### config.mk
export PLATFORM = sky130hd
export DESIGN_NAME = pc_trans
export DESIGN_NICKNAME = d
export VERILOG_FILES = /design/src/rtl/pc_trans.sv
export SDC_FILE = /design/constraint.sdc
export NUM_CORES = 1
export LEC_CHECK = 0
export BUFFER_PORTS_ARGS = -buffer_cell sky130_fd_sc_hd__clkbuf_2
export CAP_MARGIN = 20
export CORE_ASPECT_RATIO = 0.8
export CORE_MARGIN = 2
export CORE_UTILIZATION = 45
export DETAILED_ROUTE_END_ITERATION = 8
export PLACE_DENSITY = 0.79
export SLEW_MARGIN = 30
export SYNTH_ARGS = -nofsm -noshare
export SYNTH_HDL_FRONTEND = slang
export SYNTH_SLANG_ARGS = --single-unit
### constraint.sdc
create_clock -name clk -period 4.7 [get_ports clk]
set_input_delay 0.705 -clock clk [delete_from_list [all_inputs] [get_ports clk]]
set_output_delay 0.705 -clock clk [all_outputs]
set_load 0.02 [all_outputs]
### src/rtl/pc_trans.sv
// Next-PC generator for the pipelined MIPS fetch unit.
// All PC values are offsets from TEXT_BASE; physical-address inputs (jr_PC,
// EPCOut) and the exception entry are rebased by subtracting TEXT_BASE.
// redir_q flags that the previous cycle chose a non-sequential fetch address.
module pc_trans #(
    parameter logic [31:0] TEXT_BASE = 32'h0000_3000,
    parameter logic [31:0] EXC_ENTRY = 32'h0000_4180
) (
    input  logic        clk,
    input  logic        reset,
    input  logic [31:0] PC,
    input  logic [2:0]  nPC_sel,
    input  logic [15:0] sel_PC,
    input  logic [31:0] jr_PC,
    input  logic [25:0] instr_index,
    input  logic        Req,
    input  logic [31:0] EPCOut,
    input  logic        ID_EXLClr,
    output logic [31:0] next_PC,
    output logic        redir_q
);

    typedef enum logic [2:0] {
        NPC_SEQ    = 3'd0,
        NPC_BRANCH = 3'd1,
        NPC_JUMP   = 3'd2,
        NPC_JR     = 3'd3
    } npc_sel_e;

    logic [31:0] seq_pc;
    logic [31:0] br_pc;
    logic [31:0] j_pc;
    logic [31:0] jr_off;
    logic [31:0] epc_off;
    logic [3:0]  pa_hi;
    logic        redir_d;

    // Candidate addresses for every source, all 32-bit modulo arithmetic.
    always_comb begin
        seq_pc  = PC + 32'd4;
        br_pc   = PC + {{14{sel_PC[15]}}, sel_PC, 2'b00};
        // Jump region comes from the physical address of the current PC.
        pa_hi   = 4'((PC + TEXT_BASE) >> 28);
        j_pc    = {pa_hi, instr_index, 2'b00} - TEXT_BASE;
        jr_off  = jr_PC - TEXT_BASE;
        epc_off = EPCOut - TEXT_BASE;
    end

    // Priority select: exception entry, then ERET, then the nPC_sel source.
    always_comb begin
        next_PC = seq_pc;
        redir_d = 1'b0;
        if (Req) begin
            next_PC = EXC_ENTRY - TEXT_BASE;
            redir_d = 1'b1;
        end else if (ID_EXLClr) begin
            next_PC = epc_off;
            redir_d = 1'b1;
        end else begin
            case (npc_sel_e'(nPC_sel))
                NPC_SEQ: begin
                    next_PC = seq_pc;
                end
                NPC_BRANCH: begin
                    next_PC = br_pc;
                    redir_d = 1'b1;
                end
                NPC_JUMP: begin
                    next_PC = j_pc;
                    redir_d = 1'b1;
                end
                NPC_JR: begin
                    next_PC = jr_off;
                    redir_d = 1'b1;
                end
                default: begin
                    next_PC = seq_pc;
                end
            endcase
        end
    end

    // Record whether this cycle redirected fetch; reset clears the flag only.
    always_ff @(posedge clk) begin
        if (reset) begin
            redir_q <= 1'b0;
        end else begin
            redir_q <= redir_d;
        end
    end

endmodule

==> results.sh, run 1 <==
export IMPL_finalSetupTns_ns=0
export IMPL_hold_slack_ns=0.864
export IMPL_finalSetupViolations=0
export IMPL_antenna_found_initial=0
export IMPL_drt_iter0_markers=494
export IMPL_syn_area_per_cell_um2=6.60
export IMPL_dieArea_mm2=0.00979
export IMPL_status="complete, no violations"
export IMPL_min_period_over_period_pct=95.1
export IMPL_fmax_mhz=224
export IMPL_gp_congestion=1.01
export IMPL_cts_setup_buffers=0
export IMPL_wirelength_um=16400
export IMPL_cp_start_kind="input port"
export IMPL_drv_slew=0
export IMPL_wl_per_cell_um=18.4
export IMPL_cts_hold_repair_buffers=0
export IMPL_ioPinCount=178
export IMPL_die_x_um=110
export IMPL_crit_path_end_kind="output pin"
export IMPL_core_mm2=0.00863
export IMPL_slew_headroom_pct=35.9
export IMPL_path_clk_slew_ns=0
export IMPL_reg_top3="redir_q (1)"
export IMPL_netlist_area_leader_share_pct=9.56
export IMPL_mappedNetlistNets=791
export IMPL_grt_ovfl_total=0
export IMPL_grt_max_degree=36
export IMPL_drc_errors=0
export IMPL_crit_arrival_ns=3.76
export IMPL_fill_cells=846
export IMPL_p_leak_uw=0.00239
export IMPL_worst_slew_pin_slew_ns=0.957
export IMPL_die_h_um=88.9
export IMPL_synth_edf_count=0
export IMPL_maxCapViolCount=0
export IMPL_rsz0062_at_grt="no"
export IMPL_via_per_inst=6.25
export IMPL_cp_max_fo=16
export IMPL_start_util_pct=47.0
export IMPL_crit_type="input port to output pin"
export IMPL_synth_area_mm2=0.00406
export IMPL_largest_reg_flops=1
export IMPL_place_area_mm2=0.00510
export IMPL_vdd_drop_max_uv=46.2
export IMPL_finalCriticalPeriod_ns=4.47
export IMPL_top_register="redir_q"
export IMPL_portBuffers=177
export IMPL_finalHoldViolCount=0
export IMPL_grt_pass1_vias=5074
export IMPL_grt_pass1_wl_um=24900
export IMPL_dr_pass1_iters=5
export IMPL_design_area_mm2=0.00514
export IMPL_vias=5558
export IMPL_hp_class="input port to register"
export IMPL_hold_path_depth=2
export IMPL_fin_nets=956
export IMPL_min_to="redir_q$_SDFF_PP0_"
export IMPL_netlist_top_cells_count="61 x nand2_1, 57 x nor2_1, 53 x a21oi_1"
export IMPL_synth_area_leader_cell="ha_1"
export IMPL_diodes=0
export IMPL_p_per_area_mw_per_mm2=93.3
export IMPL_yosysWarnings=0
export IMPL_worst_ep_required_time_ns=3.99
export IMPL_syn_to_final_growth_pct=26.8
export IMPL_ys_ff_latch=1
export IMPL_ys_seq_area_share_pct=0.494
export IMPL_rows=30
export IMPL_detail_route_antenna_nets=0
export IMPL_grt_total_usage_pct=32.2
export IMPL_hold_start="reset"
export IMPL_drive_gt1_share_pct=27.9
export IMPL_synth_most_common_cell="nand2_1"
export IMPL_ys_flop_type="dfxtp_1"
export IMPL_synth_cell_type_count=77
export IMPL_synthArstFlopShare_pct=0
export IMPL_synth_cells=614
export IMPL_place_hpwl_um=13600
export IMPL_synth_area_leaders="ha_1 9.6%, xnor2_1 7.1%, a21oi_1 6.5%"
per-stage QoR:
| step | utilization (%) | power (uW) | std cells | setup slack (ns) |
|---|---|---|---|---|
| floorplan | - | 286 | 614 | 0.0477 |
| global placement | 59.1 | 462 | 889 | 0.232 |
| detailed placement | 59.1 | 467 | 889 | 0.195 |
| CTS | 59.1 | 470 | 889 | 0.185 |
| global route | 59.6 | 519 | 889 | 0.0274 |
| finish | 59.6 | 480 | 889 | 0.230 |
where the power goes:
group	switching [uW]	internal (uW)	total, uW	leakage (uW)
clock	0	0	0	0
sequential	0.127	9.28	9.41	0.00000842
combinational	282	188	471	0.00238
critical path, stage by stage:
cell	delay, ns
clkbuf_2	0.09
inv_1	0.09
nor3_1	0.05
buf_4	0.18
and2_1	0.17
ha_1	0.42
o21ai_1	0.12
a221oi_2	0.32
a21oi_1	0.15
buf_4	0.18
o31ai_4	0.32
xor2_1	0.20
nor2_1	0.07
a2111oi_2	0.43
clkbuf_2	0.25
metal layers:
layer  GRT usage (%)  wire length [um]
met1            42.5              6940
met2            56.6              7620
met3            2.99              1460
met4            7.95               371
met5               0                 0
logic make-up (layout without fill, tap and decap cells):
kind of cell               after synthesis  count (layout)  synth area share, %
muxes                                   26              26                 6.45
xor gates and xnor gates                53              53                 11.4
AOI/OAI and AO/OA                      198             198                 34.2
buffers and inverters                   43             206                 4.23
DFF                                      1               1                0.494
adders and majority gates               32              32                 10.1
and+or+nand+nor                        261             261                 33.1
timing repair:
action	CTS	global route
endpoints found under the hold margin	0	0
setup endpoints to repair	0	7
resized for setup	0	9
how the worst max path moves through the flow:
stage / from / end / slack, ns
after floorplan: nPC_sel[0] / next_PC[16] / 0.05
after global placement: nPC_sel[0] / next_PC[16] / 0.23
after detailed placement: nPC_sel[0] / next_PC[15] / 0.20
after CTS: nPC_sel[0] / next_PC[15] / 0.19
after global routing: nPC_sel[0] / next_PC[27] / 0.03
final: nPC_sel[0] / next_PC[15] / 0.23
layout by cell type (no fill, tap or decap), types with 13 or more instances in the layout:
cell type	count
xnor2_1	33
and2_1	17
nor3_1	23
o211ai_1	13
or3_1	13
clkbuf_2	177
a21oi_1	52
a211oi_1	13
buf_4	18
nand3_1	23
nor2_1	57
nand2_1	61
xor2_1	20
ha_1	31
o21ai_0	30
mux2i_1	25
layout make-up:
type | instances | area (um^2) | share of cell area (%)
multi-input combinational | 570 | 3920 | 76.2
timing repair buffer | 195 | 1020 | 19.8
tap | 112 | 140 | 2.72
inverter | 11 | 41.3 | 0.803
sequential | 1 | 20.0 | 0.389
Power figures use the tool's default switching activity.
==> run 2: changes to the inputs <==
--- a/config.mk
+++ b/config.mk
@@ -5,13 +5,14 @@
 export SDC_FILE = /design/constraint.sdc
 export NUM_CORES = 1
 export LEC_CHECK = 0
-export BUFFER_PORTS_ARGS = -buffer_cell sky130_fd_sc_hd__clkbuf_2
+export BUFFER_PORTS_ARGS = -buffer_cell sky130_fd_sc_hd__buf_2
 export CAP_MARGIN = 20
 export CORE_ASPECT_RATIO = 0.8
 export CORE_MARGIN = 2
 export CORE_UTILIZATION = 45
 export DETAILED_ROUTE_END_ITERATION = 8
 export PLACE_DENSITY = 0.79
+export REMOVE_ABC_BUFFERS = 1
 export SLEW_MARGIN = 30
 export SYNTH_ARGS = -nofsm -noshare
 export SYNTH_HDL_FRONTEND = slang
==> run 2 against run 1 <==
  * Final cell count fell by 0.67%
  * Worst setup slack got worse by 0.022 ns
  * First-iteration DRC count rose by 13%
  * Die area did not move
  * Combinational power fell by 3%
  * Wire length fell by 3.2%
  * Utilization fell by 1.0 points
  * Flip-flop and latch count did not move
  * Global-route usage fell by 1.6 points
  * Worst hold slack barely moved
  * Via count rose by 1.6%
  * Sequential share of layout area barely moved
  * Largest power group unchanged
==> results.sh, run 2 (synthesis results as in run 1) <==
export IMPL_fmax_mhz=223
export IMPL_p_sw_uw=275
export IMPL_finalSetupViolations=0
export IMPL_hold_slack_ns=0.864
export IMPL_drive_gt1_share_pct=26.7
export IMPL_crit_path_end_kind="output pin"
export IMPL_min_to="redir_q$_SDFF_PP0_"
export IMPL_grt_ovfl_total=0
export IMPL_cpPeakStageDelay_ns=0.40
export IMPL_grt_pass1_wl_um=24400
export IMPL_vias=5648
export IMPL_path_clk_slew_ns=0
export IMPL_finalWorstSetupSlack_ns=0.208
export IMPL_top_register="redir_q"
export IMPL_cp_max_fo=16
export IMPL_hold_start="reset"
export IMPL_fin_nets=950
export IMPL_syn_to_final_growth_pct=24.7
export IMPL_p_leak_uw=0.00232
export IMPL_crit_family="compound AO/OA/AOI/OAI gates"
export IMPL_min_period_over_period_pct=95.6
export IMPL_grt_max_degree=36
export IMPL_diodes=0
export IMPL_gp_congestion=1.01
export IMPL_cp_start_kind="input port"
export IMPL_dieArea_mm2=0.00979
export IMPL_grt_pass1_vias=5068
export IMPL_status="complete, no violations"
export IMPL_drc_errors=0
export IMPL_final_common_cell="buf_2"
export IMPL_p_per_area_mw_per_mm2=92.7
export IMPL_crit_top_cell="buf_2"
export IMPL_grt_total_usage_pct=30.5
export IMPL_place_hpwl_um=12900
export IMPL_crit_type="input port to output pin"
export IMPL_finalHoldViolCount=0
export IMPL_worst_ep_required_time_ns=3.99
export IMPL_finalCriticalPeriod_ns=4.49
export IMPL_internal_power_uw=193
export IMPL_p_sw_share_pct=58.8
export IMPL_portBuffers=177
export IMPL_antenna_found_initial=0
export IMPL_rsz0062_at_grt="no"
export IMPL_combPwrFrac_pct=98.0
export IMPL_drv_slew=0
export IMPL_cts_setup_buffers=0
export IMPL_via_per_inst=6.40
export IMPL_vdd_drop_max_uv=64.1
export IMPL_seqPwrFrac_pct=2.0
export IMPL_ioPinCount=178
export IMPL_maxCapViolCount=0
export IMPL_power_share_clock_pct=0
export IMPL_fill_cells=861
export IMPL_largest_reg_flops=1
export IMPL_worst_slew_pin_slew_ns=0.816
export IMPL_slew_headroom_pct=45.4
export IMPL_die_h_um=88.9
export IMPL_dp_slack_ns=0.166
export IMPL_hold_path_depth=2
export IMPL_core_mm2=0.00863
export IMPL_start_util_pct=47.0
export IMPL_dr_pass1_iters=6
export IMPL_hp_class="input port to register"
export IMPL_path_buf_inv=4
export IMPL_rows=30
export IMPL_reg_top3="redir_q (1)"
export IMPL_crit_arrival_ns=3.79
export IMPL_cts_hold_repair_buffers=0
export IMPL_wl_per_cell_um=18.0
export IMPL_final_cell_mix="177 x buf_2, 61 x nand2_1, 57 x nor2_1, 52 x a21oi_1, 33 x xnor2_1"
export IMPL_path_cells="buf_2 > nor3_1 > buf_4 > nand2_1 > inv_1 > ha_1 > a211oi_1 > o211ai_1 > a21oi_2 > nor4_1 > o311ai_0 > o21ai_1 > a221oi_1 > buf_2"
export IMPL_drt_iter0_markers=556
export IMPL_wirelength_um=15900
export IMPL_detail_route_antenna_nets=0
export IMPL_cp_slowest_cell="a211oi_1"
export IMPL_die_x_um=110
[run 2: changes by cell type in the layout (fill, tap and decap cells not counted), sizes merged]
cell    change
clkbuf    -177
buf       +171
[run 2: per-stage QoR]
step	util (%)	power [uW]	std cells	setup TNS [ns]	cell area [um^2]
final	58.6	469	883	0	5060
after global routing	58.6	505	883	0	5060
after CTS	58.4	456	883	0	5040
after detailed placement	58.4	453	883	0	5040
after global placement	58.4	447	883	0	5040
after floorplan	-	270	582	-0.0754	3930
[run 2: area by class of cell]
class / count / area (um^2) / share of cell area [%]
multi-input combinational: 570 / 3880 / 76.7
timing repair buffer: 189 / 976 / 19.3
tap: 112 / 140 / 2.77
inverter: 11 / 41.3 / 0.816
sequential: 1 / 20.0 / 0.396
[run 2: what timing repair did]
item                       CTS  global route
hold endpoints to repair     0             0
resized for setup            0             4
setup endpoints to repair    0             5
[run 2: how the worst max path moves through the flow]
stage	cells after the start	slack (ns)	end	from
floorplan	11	-0.08	next_PC[15]	nPC_sel[2]
global placement	14	0.25	next_PC[27]	nPC_sel[2]
detailed placement	14	0.17	next_PC[15]	nPC_sel[2]
CTS	14	0.13	next_PC[15]	nPC_sel[2]
global route	13	0.008	next_PC[15]	nPC_sel[2]
finish	14	0.21	next_PC[27]	nPC_sel[2]
[run 2: power groups by stage]
stage,logic [uW],registers [uW],clock network (uW)
2_1_floorplan,260,10.2,0
3_3_place_gp,438,9.40,0
3_5_place_dp,444,9.38,0
4_1_cts,447,9.40,0
5_1_grt,496,9.55,0
6_report,459,9.38,0
[run 2: metal layers]
metal	track usage [%]	up-vias	part of all wire (%)
met4	4.89	0	1.1
met1	45.6	2603	45
met2	47.8	351	43
li1	-	2668	-
met5	0	-	0
met3	3.43	26	11
